$ cat config.mk
export PLATFORM = sky130hd
export DESIGN_NAME = iob2axi_rd_sched_flat
export DESIGN_NICKNAME = d
export VERILOG_FILES = /design/src/rtl/iob2axi_rd_sched_if.sv /design/src/rtl/iob2axi_rd_sched.sv /design/src/flat_wrapper.sv
export SDC_FILE = /design/constraint.sdc
export NUM_CORES = 1
export LEC_CHECK = 0
export BUFFER_PORTS_ARGS = -buffer_cell sky130_fd_sc_hd__buf_2
export CELL_PAD_IN_SITES_DETAIL_PLACEMENT = 1
export CELL_PAD_IN_SITES_GLOBAL_PLACEMENT = 1
export CORE_ASPECT_RATIO = 1.2
export CORE_MARGIN = 2
export CORE_UTILIZATION = 35
export CTS_CLUSTER_DIAMETER = 80
export CTS_CLUSTER_SIZE = 24
export DETAILED_ROUTE_END_ITERATION = 10
export PLACE_DENSITY_LB_ADDON = 0.05
export SETUP_SLACK_MARGIN = 0.5
export SLEW_MARGIN = 20
export SYNTH_ARGS = -nofsm -noshare
export SYNTH_HDL_FRONTEND = slang
export SYNTH_SLANG_ARGS = --single-unit
$ cat constraint.sdc
create_clock -name clk -period 6.57 [get_ports clk]
set_input_delay 0.657 -clock clk [delete_from_list [all_inputs] [get_ports clk]]
set_output_delay 0.657 -clock clk [all_outputs]
set_load 0.01 [all_outputs]
$ cat src/rtl/iob2axi_rd_sched_if.sv
// Read-engine channel between the burst scheduler (master) and the AXI read engine (slave).
interface iob2axi_rd_sched_if #(
   parameter int ADDR_W = 32
);
   logic              rd_run;
   logic [ADDR_W-1:0] rd_addr;
   logic [7:0]        rd_length;
   logic              rd_ready;
   logic              rd_error;

   modport master (
      output rd_run,
      output rd_addr,
      output rd_length,
      input  rd_ready,
      input  rd_error
   );

   modport slave (
      input  rd_run,
      input  rd_addr,
      input  rd_length,
      output rd_ready,
      output rd_error
   );
endinterface

$ cat src/rtl/iob2axi_rd_sched.sv
// Splits a word-count read transfer into AXI bursts that respect MAX_BURST and 4 KB pages,
// handing each burst to the read engine and accumulating the error result.
//
// state  | meaning
// IDLE   | waiting for start
// CHECK  | validate alignment and length of the latched request
// ISSUE  | burst presented; waits for engine ready, then for it to drop (accept)
// WAIT   | engine busy with the burst; account for it when ready returns
// DONE   | one-cycle completion pulse
module iob2axi_rd_sched #(
   parameter int ADDR_W    = 32,
   parameter int DATA_W    = 32,
   parameter int XFER_W    = 16,
   parameter int MAX_BURST = 256
) (
   input  logic                clk,
   input  logic                rst_n,
   input  logic                start_i,
   input  logic [ADDR_W-1:0]   base_addr_i,
   input  logic [XFER_W-1:0]   total_words_i,
   output logic                busy_o,
   output logic                done_o,
   output logic                error_o,
   output logic [XFER_W-1:0]   burst_cnt_o,
   iob2axi_rd_sched_if.master  rd_if
);

   localparam int BYTES      = DATA_W / 8;
   localparam int LOG2_BYTES = $clog2(BYTES);
   localparam int CW         = ((XFER_W > 13) ? XFER_W : 13) + 1;
   localparam logic [ADDR_W-1:0] ALIGN_MASK = ADDR_W'(BYTES - 1);

   typedef enum logic [2:0] {
      IDLE,
      CHECK,
      ISSUE,
      WAIT,
      DONE
   } state_t;

   state_t              state_q,     state_d;
   logic [ADDR_W-1:0]   cur_addr_q,  cur_addr_d;
   logic [XFER_W-1:0]   remaining_q, remaining_d;
   logic                error_q,     error_d;
   logic [XFER_W-1:0]   burst_cnt_q, burst_cnt_d;
   logic [ADDR_W-1:0]   rd_addr_q,   rd_addr_d;
   logic [7:0]          rd_length_q, rd_length_d;
   logic                issued_q,    issued_d;

   logic [8:0]          beats_cur;
   logic [ADDR_W-1:0]   burst_bytes;
   logic [XFER_W-1:0]   rem_next;

   // AXI len for the next burst: the smallest of remaining words, MAX_BURST and
   // the beats left before the next 4 KB page boundary (address is aligned here).
   function automatic logic [7:0] calc_len(input logic [11:0] page_off,
                                           input logic [XFER_W-1:0] rem);
      logic [12:0]   page_left;
      logic [CW-1:0] b;
      logic [CW-1:0] lim;
      page_left = 13'h1000 - {1'b0, page_off};
      b         = CW'(page_left >> LOG2_BYTES);
      lim       = CW'(rem);
      if (lim < b) b = lim;
      lim       = CW'(MAX_BURST);
      if (lim < b) b = lim;
      return 8'(b - CW'(1));
   endfunction

   assign beats_cur   = {1'b0, rd_length_q} + 9'd1;
   assign burst_bytes = ADDR_W'(beats_cur) << LOG2_BYTES;
   assign rem_next    = remaining_q - XFER_W'(beats_cur);

   always_ff @(posedge clk or negedge rst_n) begin
      if (!rst_n) begin
         state_q     <= IDLE;
         cur_addr_q  <= '0;
         remaining_q <= '0;
         error_q     <= 1'b0;
         burst_cnt_q <= '0;
         rd_addr_q   <= '0;
         rd_length_q <= '0;
         issued_q    <= 1'b0;
      end else begin
         state_q     <= state_d;
         cur_addr_q  <= cur_addr_d;
         remaining_q <= remaining_d;
         error_q     <= error_d;
         burst_cnt_q <= burst_cnt_d;
         rd_addr_q   <= rd_addr_d;
         rd_length_q <= rd_length_d;
         issued_q    <= issued_d;
      end
   end

   always_comb begin
      state_d     = state_q;
      cur_addr_d  = cur_addr_q;
      remaining_d = remaining_q;
      error_d     = error_q;
      burst_cnt_d = burst_cnt_q;
      rd_addr_d   = rd_addr_q;
      rd_length_d = rd_length_q;
      issued_d    = 1'b0;

      case (state_q)
         IDLE: begin
            if (start_i) begin
               cur_addr_d  = base_addr_i;
               remaining_d = total_words_i;
               error_d     = 1'b0;
               burst_cnt_d = '0;
               state_d     = CHECK;
            end
         end
         CHECK: begin
            if ((cur_addr_q & ALIGN_MASK) != '0) begin
               error_d = 1'b1;
               state_d = DONE;
            end else if (remaining_q == '0) begin
               state_d = DONE;
            end else begin
               state_d = ISSUE;
            end
         end
         ISSUE: begin
            // A low rd_ready only means "accepted" once we have actually driven rd_run;
            // this keeps us from mistaking a still-busy engine (e.g. after reset) for acceptance.
            issued_d = issued_q | rd_if.rd_ready;
            if (issued_q && !rd_if.rd_ready) begin
               state_d = WAIT;
            end
         end
         WAIT: begin
            if (rd_if.rd_ready) begin
               cur_addr_d  = cur_addr_q + burst_bytes;
               remaining_d = rem_next;
               burst_cnt_d = burst_cnt_q + XFER_W'(1);
               error_d     = error_q | rd_if.rd_error;
               if (rd_if.rd_error || (rem_next == '0)) begin
                  state_d = DONE;
               end else begin
                  state_d = ISSUE;
               end
            end
         end
         DONE: begin
            state_d = IDLE;
         end
         default: begin
            state_d = IDLE;
         end
      endcase

      if ((state_d == ISSUE) && (state_q != ISSUE)) begin
         rd_addr_d   = cur_addr_d;
         rd_length_d = calc_len(cur_addr_d[11:0], remaining_d);
      end
   end

   assign busy_o      = (state_q != IDLE);
   assign done_o      = (state_q == DONE);
   assign error_o     = error_q;
   assign burst_cnt_o = burst_cnt_q;

   assign rd_if.rd_run    = (state_q == ISSUE) && rd_if.rd_ready;
   assign rd_if.rd_addr   = rd_addr_q;
   assign rd_if.rd_length = rd_length_q;

endmodule

$ cat src/flat_wrapper.sv
// flat-port wrapper written by rule: the top's interface ports become plain ports
module iob2axi_rd_sched_flat 
#(
   parameter int ADDR_W    = 32,
   parameter int DATA_W    = 32,
   parameter int XFER_W    = 16,
   parameter int MAX_BURST = 256
)
  (clk, rst_n, start_i, base_addr_i, total_words_i, busy_o, done_o, error_o, burst_cnt_o, rd_if_rd_run, rd_if_rd_addr, rd_if_rd_length, rd_if_rd_ready, rd_if_rd_error);
  iob2axi_rd_sched_if #(.ADDR_W(ADDR_W)) rd_if_i ();
  input  logic clk;
  input  logic rst_n;
  input  logic start_i;
  input  logic [ADDR_W-1:0] base_addr_i;
  input  logic [XFER_W-1:0] total_words_i;
  output logic busy_o;
  output logic done_o;
  output logic error_o;
  output logic [XFER_W-1:0] burst_cnt_o;
  output wire logic [$bits(rd_if_i.rd_run)-1:0] rd_if_rd_run;
  output wire logic [$bits(rd_if_i.rd_addr)-1:0] rd_if_rd_addr;
  output wire logic [$bits(rd_if_i.rd_length)-1:0] rd_if_rd_length;
  input wire logic [$bits(rd_if_i.rd_ready)-1:0] rd_if_rd_ready;
  input wire logic [$bits(rd_if_i.rd_error)-1:0] rd_if_rd_error;
  assign rd_if_rd_run = rd_if_i.rd_run;
  assign rd_if_rd_addr = rd_if_i.rd_addr;
  assign rd_if_rd_length = rd_if_i.rd_length;
  assign rd_if_i.rd_ready = rd_if_rd_ready;
  assign rd_if_i.rd_error = rd_if_rd_error;
  iob2axi_rd_sched #(.ADDR_W(ADDR_W), .DATA_W(DATA_W), .XFER_W(XFER_W), .MAX_BURST(MAX_BURST)) u_core (.clk(clk), .rst_n(rst_n), .start_i(start_i), .base_addr_i(base_addr_i), .total_words_i(total_words_i), .busy_o(busy_o), .done_o(done_o), .error_o(error_o), .burst_cnt_o(burst_cnt_o), .rd_if(rd_if_i));
endmodule
==> Yosys cells after proc, flatten, opt, wreduce, memory -nomap -nowiden <==
Cells that the tools add are included.
{ "classes": {"addsub": 6, "order_cmp": 2, "eq_ne": 9, "mux": 25, "n_bitwise": 2, "reduce_logical": 14} }
{ "ops": {"columns": ["operator", "count"], "rows": [
  ["$mux W16", 5],
  ["$mux W32", 2],
  ["$pmux W16 S2", 2],
  ["$pmux W32 S2", 1],
  ["$add A32 B11 Y32", 1],
  ["$logic_not A16 Y1", 2],
  ["$reduce_bool A32 Y1", 1],
  ["$mux W3", 6],
  ["$lt A9 B17 Y1 const A", 1],
  ["$mux W17", 1],
  ["$add A16 B1 Y16 const B", 1],
  ["$lt A16 B11 Y1", 1],
  ["$mux W8", 2],
  ["$sub A16 B9 Y16", 1],
  ["$sub A13 B12 Y13 const A", 1],
  ["$pmux W3 S4", 1],
  ["$add A8 B1 Y9 const B", 1],
  ["$eq A3 B2 Y1 const B", 3],
  ["$sub A8 B1 Y8 const B", 1],
  ["$reduce_bool A3 Y1", 2],
  ["$mux W1", 4],
  ["$ne A2 B2 Y1 const B", 2],
  ["$reduce_and A4 Y1", 1],
  ["$eq A3 B1 Y1 const B", 1],
  ["other kinds (11)", 14]
]} }
{ "word_totals": {"regBits": 109, "input_bits": 53, "output_inout_bits": 60, "word_cells": 66} }

==> Longest topological paths before layout <==
Gate-level depths: netlist of run 1.
{ "logic_depth": {"depth_word": 14, "ltp_mapped": 29, "mapped_depth_nobuf": 28} }

==> Worst setup path before layout of run 1 <==
Ideal clock, no wire load.
{ "synth_timing": {"kind": "reg2reg", "from": "reg u_core.rd_length_q[0] (netlist: u_core.rd_if.rd_length[0])", "to": "reg u_core.rd_length_q[4] (netlist: u_core.rd_if.rd_length[4])", "setup_time_ns": 0.096, "t_arrival_ns": 6.642, "required_time_ns": 6.474, "setup_slack_ns": -0.167, "path_stages_with_launch": 27, "n_path_buf": 3, "period_less_slack_ns": 6.737, "path_cell_list": "dfrtp_1 -> ha_1 -> fa_1 -> xnor2_1 -> nor2_1 -> a221o_1 -> buf_2 -> or4_1 -> buf_2 -> nor2_1 -> xor2_1 -> ha_1 -> a21o_1 -> a21o_1 -> a221o_1 -> a221oi_1 -> nand4_1 -> or4b_1 -> or2_2 -> buf_2 -> and3_4 -> nor2_4 -> o211ai_1 -> ha_1 -> and4b_1 -> o31a_1 -> o31ai_1"} }
{ "synth_via": {"elab_chain_len": 12, "elab_cells_between_ends": 22} }
{ "synth_rtl": {"columns": ["element", "line", "rtl"], "rows": [
  ["from (decl)", "iob2axi_rd_sched.sv:47", "logic [7:0] rd_length_q, rd_length_d;"],
  ["from (signal assigned)", "iob2axi_rd_sched.sv:91", "rd_length_q <= rd_length_d;"],
  ["$add A8 B1 Y9 *", "iob2axi_rd_sched.sv:70", "assign beats_cur = {1'b0, rd_length_q} + 9'd1;"],
  ["$add A32 B11 Y32 *", "iob2axi_rd_sched.sv:136", "cur_addr_d = cur_addr_q + burst_bytes;"],
  ["$mux W32 *", "iob2axi_rd_sched.sv:135", "if (rd_if.rd_ready) begin"],
  ["$pmux W32 S2 *", "iob2axi_rd_sched.sv:106", "case (state_q)"],
  ["named net u_core.cur_addr_d[4]", "iob2axi_rd_sched.sv:42", "logic [ADDR_W-1:0] cur_addr_q, cur_addr_d;"],
  ["$sub A13 B12 Y13 *", "iob2axi_rd_sched.sv:61", "page_left = 13'h1000 - {1'b0, page_off};"],
  ["$lt A16 B11 Y1", "iob2axi_rd_sched.sv:64", "if (lim < b) b = lim;"],
  ["$mux W16 *", "iob2axi_rd_sched.sv:64", null],
  ["$mux W17 *", "iob2axi_rd_sched.sv:155", "if ((state_d == ISSUE) && (state_q != ISSUE)) begin"],
  ["$lt A9 B17 Y1", "iob2axi_rd_sched.sv:66", "if (lim < b) b = lim;"],
  ["$mux W8 *", "iob2axi_rd_sched.sv:66", null],
  ["$mux W8 *", "iob2axi_rd_sched.sv:155", null],
  ["$sub A8 B1 Y8 *", "iob2axi_rd_sched.sv:67", "return 8'(b - CW'(1));"]
]} }
Mark *: on every way through the listed nets, which the timed path passes. The rest lies on a longest branch. The select of a mux whose other input is x is not followed.
A chain may end at the register's enable or synchronous reset.

==> Worst setup path in the final report of run 1 <==
{ "layout_timing": {"from": "reg u_core.rd_length_q[1] (netlist: u_core.rd_if.rd_length[1])", "to": "reg u_core.rd_length_q[4] (netlist: u_core.rd_if.rd_length[4])"} }
{ "layout_via": {"elab_chain_len": 12, "elab_cells_between_ends": 22} }
{ "layout_rtl": {"columns": ["element", "line"], "rows": [
  ["$add A8 B1 Y9 *", "iob2axi_rd_sched.sv:70"],
  ["$add A32 B11 Y32", "iob2axi_rd_sched.sv:136"],
  ["$mux W32", "iob2axi_rd_sched.sv:135"],
  ["$pmux W32 S2", "iob2axi_rd_sched.sv:106"],
  ["$sub A13 B12 Y13", "iob2axi_rd_sched.sv:61"],
  ["$lt A16 B11 Y1", "iob2axi_rd_sched.sv:64"],
  ["$mux W16", "iob2axi_rd_sched.sv:64"],
  ["$mux W17", "iob2axi_rd_sched.sv:155"],
  ["$lt A9 B17 Y1", "iob2axi_rd_sched.sv:66"],
  ["$mux W8", "iob2axi_rd_sched.sv:66"],
  ["$mux W8", "iob2axi_rd_sched.sv:155"],
  ["$sub A8 B1 Y8", "iob2axi_rd_sched.sv:67"]
]} }
Every way passes the cells marked *; elsewhere a longest branch is shown, timed or not. The select of a mux whose other input is x is not followed.

==> results.py, run 1 <==
metrics = {
    "synth": {
        "synth_edf_count": 0,
        "synth_top_family_by_area": "simple AND/OR/NAND/NOR gates",
        "synthCells": 785,
        "synth_fa_ha_area_share_pct": 5.99,
        "synth_xor_area_share_pct": 5.39,
        "synth_seq_cells": 109,
        "ys.flop_type": "dfrtp_1",
        "synthMuxAreaShare_pct": 6.20,
        "synth_area_um2": 7150,
        "syn_nets": 871,
        "synth_cell_types": 79,
        "synth_compound_area_share_pct": 19.8,
        "synth-simple-area-share_pct": 20.9,
        "async_reset_ff_share_pct": 100,
        "syn_area_per_cell_um2": 9.11,
        "yosysSeqAreaShare_pct": 38.2,
        "ys_warn_count": 0,
    },
    "timing": {
        "fin_skew_ns": 0.0154,
        "rsz0062_at_grt": "yes",
        "slew-limit-headroom_pct": 43.7,
        "post-route-min-period_ns": 6.31,
        "tns_ns": 0,
        "post-route-period-util_pct": 96.0,
        "slew_violations": 0,
        "clock.fmax_mhz": 159,
        "hold_viol": 0,
        "worst_pin_slew_ns": 0.835,
        "holdWs_ns": 0.252,
        "setup_viol_count_final": 0,
    },
    "global_routing": {
        "grt-ovfl-total": 0,
        "grt_first_pass_wirelength_um": 41300,
        "grt_pass1_vias": 7388,
        "grt_usage_pct": 24.5,
        "grt_max_degree": 78,
        "antenna_found_initial": 2,
    },
    "placed_design": {
        "routabilityCongestion": 0.903,
        "numPortBuffers": 112,
        "dp_hpwl_um": 19200,
    },
    "critical_path": {
        "worst_setup_path_start_kind": "flop",
        "rr_worst_depth": 26,
        "critPathRequiredTime_ns": 6.84,
        "end_kind": "flop",
        "crit_arrival_ns": 6.58,
        "critical_path_class": "reg2reg",
        "critical_path_peak_fanout": 6,
    },
    "floorplanning": {
        "ios": 113,
        "std_cell_rows": 57,
        "die_h_um": 161,
        "core_region_area_um2": 20100,
        "initial_utilization_pct": 35.5,
        "die_width_um": 134,
        "die_area_um2": 21600,
    },
    "clock_tree": {
        "clkTransAtPathRegs_ns": 0.08,
        "cts_hold_buf": 0,
        "cts-buffers-inserted": 9,
        "cts_tree": "done",
        "clk_latency_ns": 0.37,
        "cts-htree-levels": 3,
        "clock-sinks": 109,
        "cts_root_buffer": "clkbuf_16",
        "clk_path_buf_depth": 2,
    },
    "layout": {
        "final_common_cell": "buf_2",
        "post_route_cells_drive_above_1_share_pct": 32.9,
        "final_cell_mix": "111 x buf_2, 105 x dfrtp_1, 81 x buf_4, 79 x nand2_1, 64 x nor2_1",
        "fin_nets": 1044,
        "fillers": 2425,
        "areaGrowthSynthToFinish_pct": 29.0,
    },
    "run_status": {
        "outcome": "complete, no violations",
    },
    "min_path": {
        "hold_class": "in2async",
    },
    "power": {
        "peakVddDrop_uv": 232,
        "p_leak_nw": 4.36,
        "p_per_area_nw_per_um2": 646,
    },
    "drt": {
        "drc_errors": 0,
        "firstDrtPassIters": 4,
        "viasPerCell": 5.62,
        "dr_total_vias": 6902,
        "wirelength_um": 26100,
        "avgRoutedWirePerCell_um": 21.3,
        "ant_nets": 0,
        "drt-initial-drc-count": 322,
    },
    "flow_run": {
        "max_cap_violations": 0,
    },
}
what timing repair did:
| item | in CTS | in global routing |
|---|---|---|
| endpoints found under the setup margin | 7 | 7 |
| buffers inserted | 41 | 9 |
| gates resized for setup | 43 | 19 |
| pin swaps | 25 | 23 |
logic make-up after synthesis:
| logic type | after synthesis |
|---|---|
| and+or+nand+nor | 292 |
| AOI/OAI and AO/OA | 202 |
| DFF | 109 |
| buffers and inverters | 65 |
| xor gates and xnor gates | 44 |
| muxes | 40 |
| adders and majority gates | 33 |
flip-flops by register name, summed over array words and instances, names as in the netlist:
signal                  count
u_core.rd_if.rd_length      8
u_core.state_q              3
u_core.cur_addr_q          32
u_core.remaining_q         16
u_core.rd_if.rd_addr       32
u_core.burst_cnt_o         16
u_core.error_o              1
u_core.issued_q             1
metal layers:
| layer | global-route usage (%) | part of all wire (%) | vias to the layer above |
|---|---|---|---|
| met5 | 0 | 0.050 | - |
| met4 | 10.3 | 3.8 | 2 |
| met3 | 3.50 | 3.4 | 54 |
| met2 | 43.6 | 52 | 161 |
| met1 | 29.3 | 41 | 3457 |
| li1 | - | - | 3228 |
layout make-up:
cell class / instances / area, µm² / area share (%)
tap: 265 / 332 / 3.60
multi-input combinational: 611 / 4540 / 49.3
clock buffer: 10 / 229 / 2.48
timing repair buffer: 196 / 1210 / 13.1
sequential: 109 / 2730 / 29.6
antenna: 1 / 2.50 / 0.0271
inverter: 31 / 116 / 1.26
clock inverter: 6 / 56.3 / 0.611
metrics by stage:
stage / utilization (%) / total power, mW / instance area [µm²] / cells / setup slack, ns
2_1_floorplan: - / 3.51 / 7220 / 785 / 0.469
3_3_place_gp: 40.9 / 4.57 / 8220 / 1162 / 0.270
3_5_place_dp: 40.9 / 4.65 / 8220 / 1162 / 0.122
4_1_cts: 44.9 / 5.70 / 9040 / 1219 / 0.431
5_1_grt: 45.8 / 6.39 / 9220 / 1228 / 0.0641
6_report: 45.8 / 5.95 / 9220 / 1229 / 0.261
worst max-delay path, stage by stage, from the launching register on:
cell      delay, ns
dfrtp_2        0.44
ha_4           0.20
xor2_4         0.19
ha_4           0.29
buf_6          0.10
xnor2_2        0.10
nor2_1         0.06
a221o_1        0.28
or4_4          0.61
buf_6          0.16
nor2_4         0.09
xor2_2         0.18
ha_1           0.28
a21o_1         0.16
a21o_1         0.18
a221o_1        0.33
a221oi_2       0.24
nand4_1        0.11
or4b_4         0.54
or2_4          0.31
and3_4         0.20
nor2_4         0.11
o211ai_1       0.17
ha_4           0.22
and4b_1        0.17
o31a_1         0.24
o31ai_1        0.23
final timing paths:
path / from / endpoint / slack (ns)
max in group asynchronous: rst_n / u_core.cur_addr_q[12]$_DFF_PN0_ / 5.22
min in group clk: u_core.issued_q$_DFF_PN0_ / u_core.issued_q$_DFF_PN0_ / 0.48
worst min-delay path: rst_n / u_core.remaining_q[1]$_DFF_PN0_ / 0.25
worst min register to register: u_core.issued_q$_DFF_PN0_ / u_core.issued_q$_DFF_PN0_ / 0.48
worst max register to register: u_core.rd_if.rd_length[1]$_DFFE_PN0P_ / u_core.rd_if.rd_length[4]$_DFFE_PN0P_ / 0.26
worst max-delay path: u_core.rd_if.rd_length[1]$_DFFE_PN0P_ / u_core.rd_if.rd_length[4]$_DFFE_PN0P_ / 0.26
cells in the mapped netlist, types with 20 or more instances:
master	instances	area [µm²]
clkbuf_1	24	90.1
a21oi_1	42	210
xnor2_1	22	193
inv_1	31	116
xor2_1	22	193
and3_1	20	125
mux2_2	34	383
o21ai_0	34	170
nor3_1	22	110
dfrtp_1	109	2730
ha_1	31	388
nand3_1	32	160
nor2_1	67	251
nand2_1	81	304
where the power goes:
part,leakage (nW),switching (mW),total (mW),internal (mW)
logic,2.85,2.29,4.16,1.87
registers,1.37,0.292,1.24,0.948
clock network,0.137,0.283,0.549,0.266
total,4.36,2.87,5.95,3.08
Note: power is estimated with default switching activity, not from simulation.
==> run 2, diff against run 1 <==
--- a/config.mk
+++ b/config.mk
@@ -7,3 +7,3 @@
 export LEC_CHECK = 0
-export BUFFER_PORTS_ARGS = -buffer_cell sky130_fd_sc_hd__buf_2
+export BUFFER_PORTS_ARGS = -buffer_cell sky130_fd_sc_hd__buf_4
 export CELL_PAD_IN_SITES_DETAIL_PLACEMENT = 1
==> constraint.sdc (replaced) <==
create_clock -name clk -period 6.57 [get_ports clk]
set_input_delay 0.3285 -clock clk [delete_from_list [all_inputs] [get_ports clk]]
set_output_delay 0.3285 -clock clk [all_outputs]
set_load 0.01 [all_outputs]
==> results.py, run 2 (synthesis results as in run 1) <==
metrics = {
    "run_status": {
        "outcome": "complete, no violations",
    },
    "critical_path": {
        "worst_setup_path_start_kind": "flop",
        "end_kind": "flop",
        "critical_path_peak_fanout": 6,
        "critPathRequiredTime_ns": 6.83,
        "critical_path_class": "reg2reg",
        "crit_arrival_ns": 6.42,
    },
    "placed_design": {
        "dp_hpwl_um": 18800,
        "numPortBuffers": 112,
        "routabilityCongestion": 0.863,
        "post_dp_cell_area_um2": 8430,
    },
    "timing": {
        "worst_pin_slew_ns": 0.783,
        "hold_viol": 0,
        "slew-limit-headroom_pct": 47.8,
        "post-route-min-period_ns": 6.16,
        "fin_skew_ns": 0.0119,
        "clock.fmax_mhz": 162,
        "holdWs_ns": 0.0163,
        "rsz0062_at_grt": "yes",
        "slew_violations": 0,
        "tns_ns": 0,
        "setup_viol_count_final": 0,
        "post-route-period-util_pct": 93.7,
    },
    "global_routing": {
        "grt_max_degree": 59,
        "grt.busiest_layer": "met2",
        "grt_use_met1_pct": 28.8,
        "antenna_found_initial": 0,
        "grtUsageMet2_pct": 42.3,
        "grt_first_pass_wirelength_um": 39900,
        "grt-ovfl-total": 0,
        "grt_util_met3_pct": 2.90,
        "grt_usage_pct": 23.6,
        "grt_pass1_vias": 7318,
    },
    "power": {
        "p_comb_share_pct": 69.2,
        "power_switching_mw": 2.82,
        "seqPwrFrac_pct": 21.2,
        "p_leak_nw": 4.31,
        "power.internal_mw": 3.01,
        "clockPowerShare_pct": 9.6,
        "peakVddDrop_uv": 250,
        "p_per_area_nw_per_um2": 623,
        "swShare_pct": 48.4,
        "p_total_mw": 5.84,
    },
    "layout": {
        "final_cell_area_um2": 9360,
        "seqCellArea_um2": 2740,
        "final_common_cell": "buf_4",
        "multi_input_area_um2": 4580,
        "areaGrowthSynthToFinish_pct": 31.0,
        "fillers": 2330,
        "final_core_util_pct": 46.6,
        "diodes": 0,
        "post_route_cells_drive_above_1_share_pct": 32.8,
        "final_cell_mix": "165 x buf_4, 103 x dfrtp_1, 80 x nand2_1, 63 x nor2_1",
        "fin_nets": 1018,
    },
    "drt": {
        "viasPerCell": 5.63,
        "drc_errors": 0,
        "avgRoutedWirePerCell_um": 21.2,
        "dr_total_vias": 6771,
        "ant_nets": 0,
        "wirelength_um": 25500,
        "firstDrtPassIters": 4,
        "drt-initial-drc-count": 358,
    },
    "clock_tree": {
        "clock-sinks": 109,
        "cts_tree": "done",
        "cts_hold_buf": 0,
        "cts-htree-levels": 3,
        "cts_root_buffer": "clkbuf_16",
        "clk_path_buf_depth": 2,
        "cts-buffers-inserted": 9,
        "clkTransAtPathRegs_ns": 0.08,
        "clk_latency_ns": 0.36,
    },
    "flow_run": {
        "max_cap_violations": 0,
    },
    "floorplanning": {
        "die_h_um": 161,
        "die_area_um2": 21600,
        "die_width_um": 134,
        "core_region_area_um2": 20100,
        "ios": 113,
        "initial_utilization_pct": 35.5,
        "std_cell_rows": 57,
    },
    "min_path": {
        "hold_class": "in2async",
    },
}
run 2: cell types whose count changed in the layout (fill, tap and decap cells not counted), moves of 3 or more:
cell     before  now
nand3_2       4    8
xnor2_2       4    7
ha_1         23   20
buf_4        81  165
nand3_1      29   25
buf_2       111    0
run 2: repair_timing:
| action | 4_1_cts | 5_1_grt |
|---|---|---|
| endpoints found under the setup margin | 7 | 4 |
| gates resized for setup | 40 | 33 |
| pin swaps | 26 | 18 |
| hold endpoints to repair | 0 | 0 |
| buffers inserted | 27 | 5 |
run 2: worst paths after layout:
kind,start,to,slack [ns],cells after the start
setup / recovery,u_core.rd_if.rd_length[0]$_DFFE_PN0P_,u_core.rd_if.rd_length[4]$_DFFE_PN0P_,0.41,24
hold / removal,rst_n,u_core.remaining_q[11]$_DFF_PN0_,0.02,1
setup reg to reg,u_core.rd_if.rd_length[0]$_DFFE_PN0P_,u_core.rd_if.rd_length[4]$_DFFE_PN0P_,0.41,24
hold reg to reg,u_core.issued_q$_DFF_PN0_,u_core.issued_q$_DFF_PN0_,0.48,1
max in group asynchronous,rst_n,u_core.rd_if.rd_length[4]$_DFFE_PN0P_,5.23,2
min in group clk,base_addr_i[15],u_core.cur_addr_q[15]$_DFF_PN0_,0.19,3
run 2: final cells by class:
class	instances	share of cell area, %
clock buffers	10	2.45
clock inverters	6	0.695
multi-input cells	611	48.9
flip-flops and latches	109	29.2
repair buffers	170	13.9
inverters	31	1.24
well taps	265	3.54
run 2: metrics by stage:
stage / cells / setup WS, ns
2_1_floorplan: 785 / 0.469
3_3_place_gp: 1154 / 0.282
3_5_place_dp: 1154 / 0.0208
4_1_cts: 1197 / 0.449
5_1_grt: 1202 / 0.149
6_report: 1202 / 0.412
run 2: power by group through the flow:
stage	Combinational, mW	Clock [mW]	Sequential [mW]
6_report	4.04	0.559	1.24
5_1_grt	4.39	0.600	1.28
4_1_cts	3.81	0.579	1.23
3_5_place_dp	3.46	0	1.23
3_3_place_gp	3.38	0	1.21
2_1_floorplan	2.31	0	1.19
run 2: routing by layer:
layer,vias up,part of all wire (%)
met3,34,2.8
met2,152,53
met1,3422,42
met4,0,2.6
met5,-,0
li1,3163,-
run 2: critical path, cell delays in order, from the launching register on:
cell      delay [ns]
dfrtp_2         0.45
ha_4            0.21
xor2_4          0.19
ha_4            0.30
buf_6           0.10
xnor2_2         0.10
nor2_1          0.06
a221o_1         0.28
or4_4           0.51
nor3_4          0.22
xor2_1          0.27
ha_1            0.31
and4_1          0.20
a221o_1         0.34
a221oi_2        0.26
nand4_1         0.13
or4b_4          0.54
or2_4           0.29
and3_4          0.19
nor2_4          0.13
o211ai_1        0.11
ha_2            0.24
and4b_1         0.19
o31a_1          0.24
o31ai_2         0.19
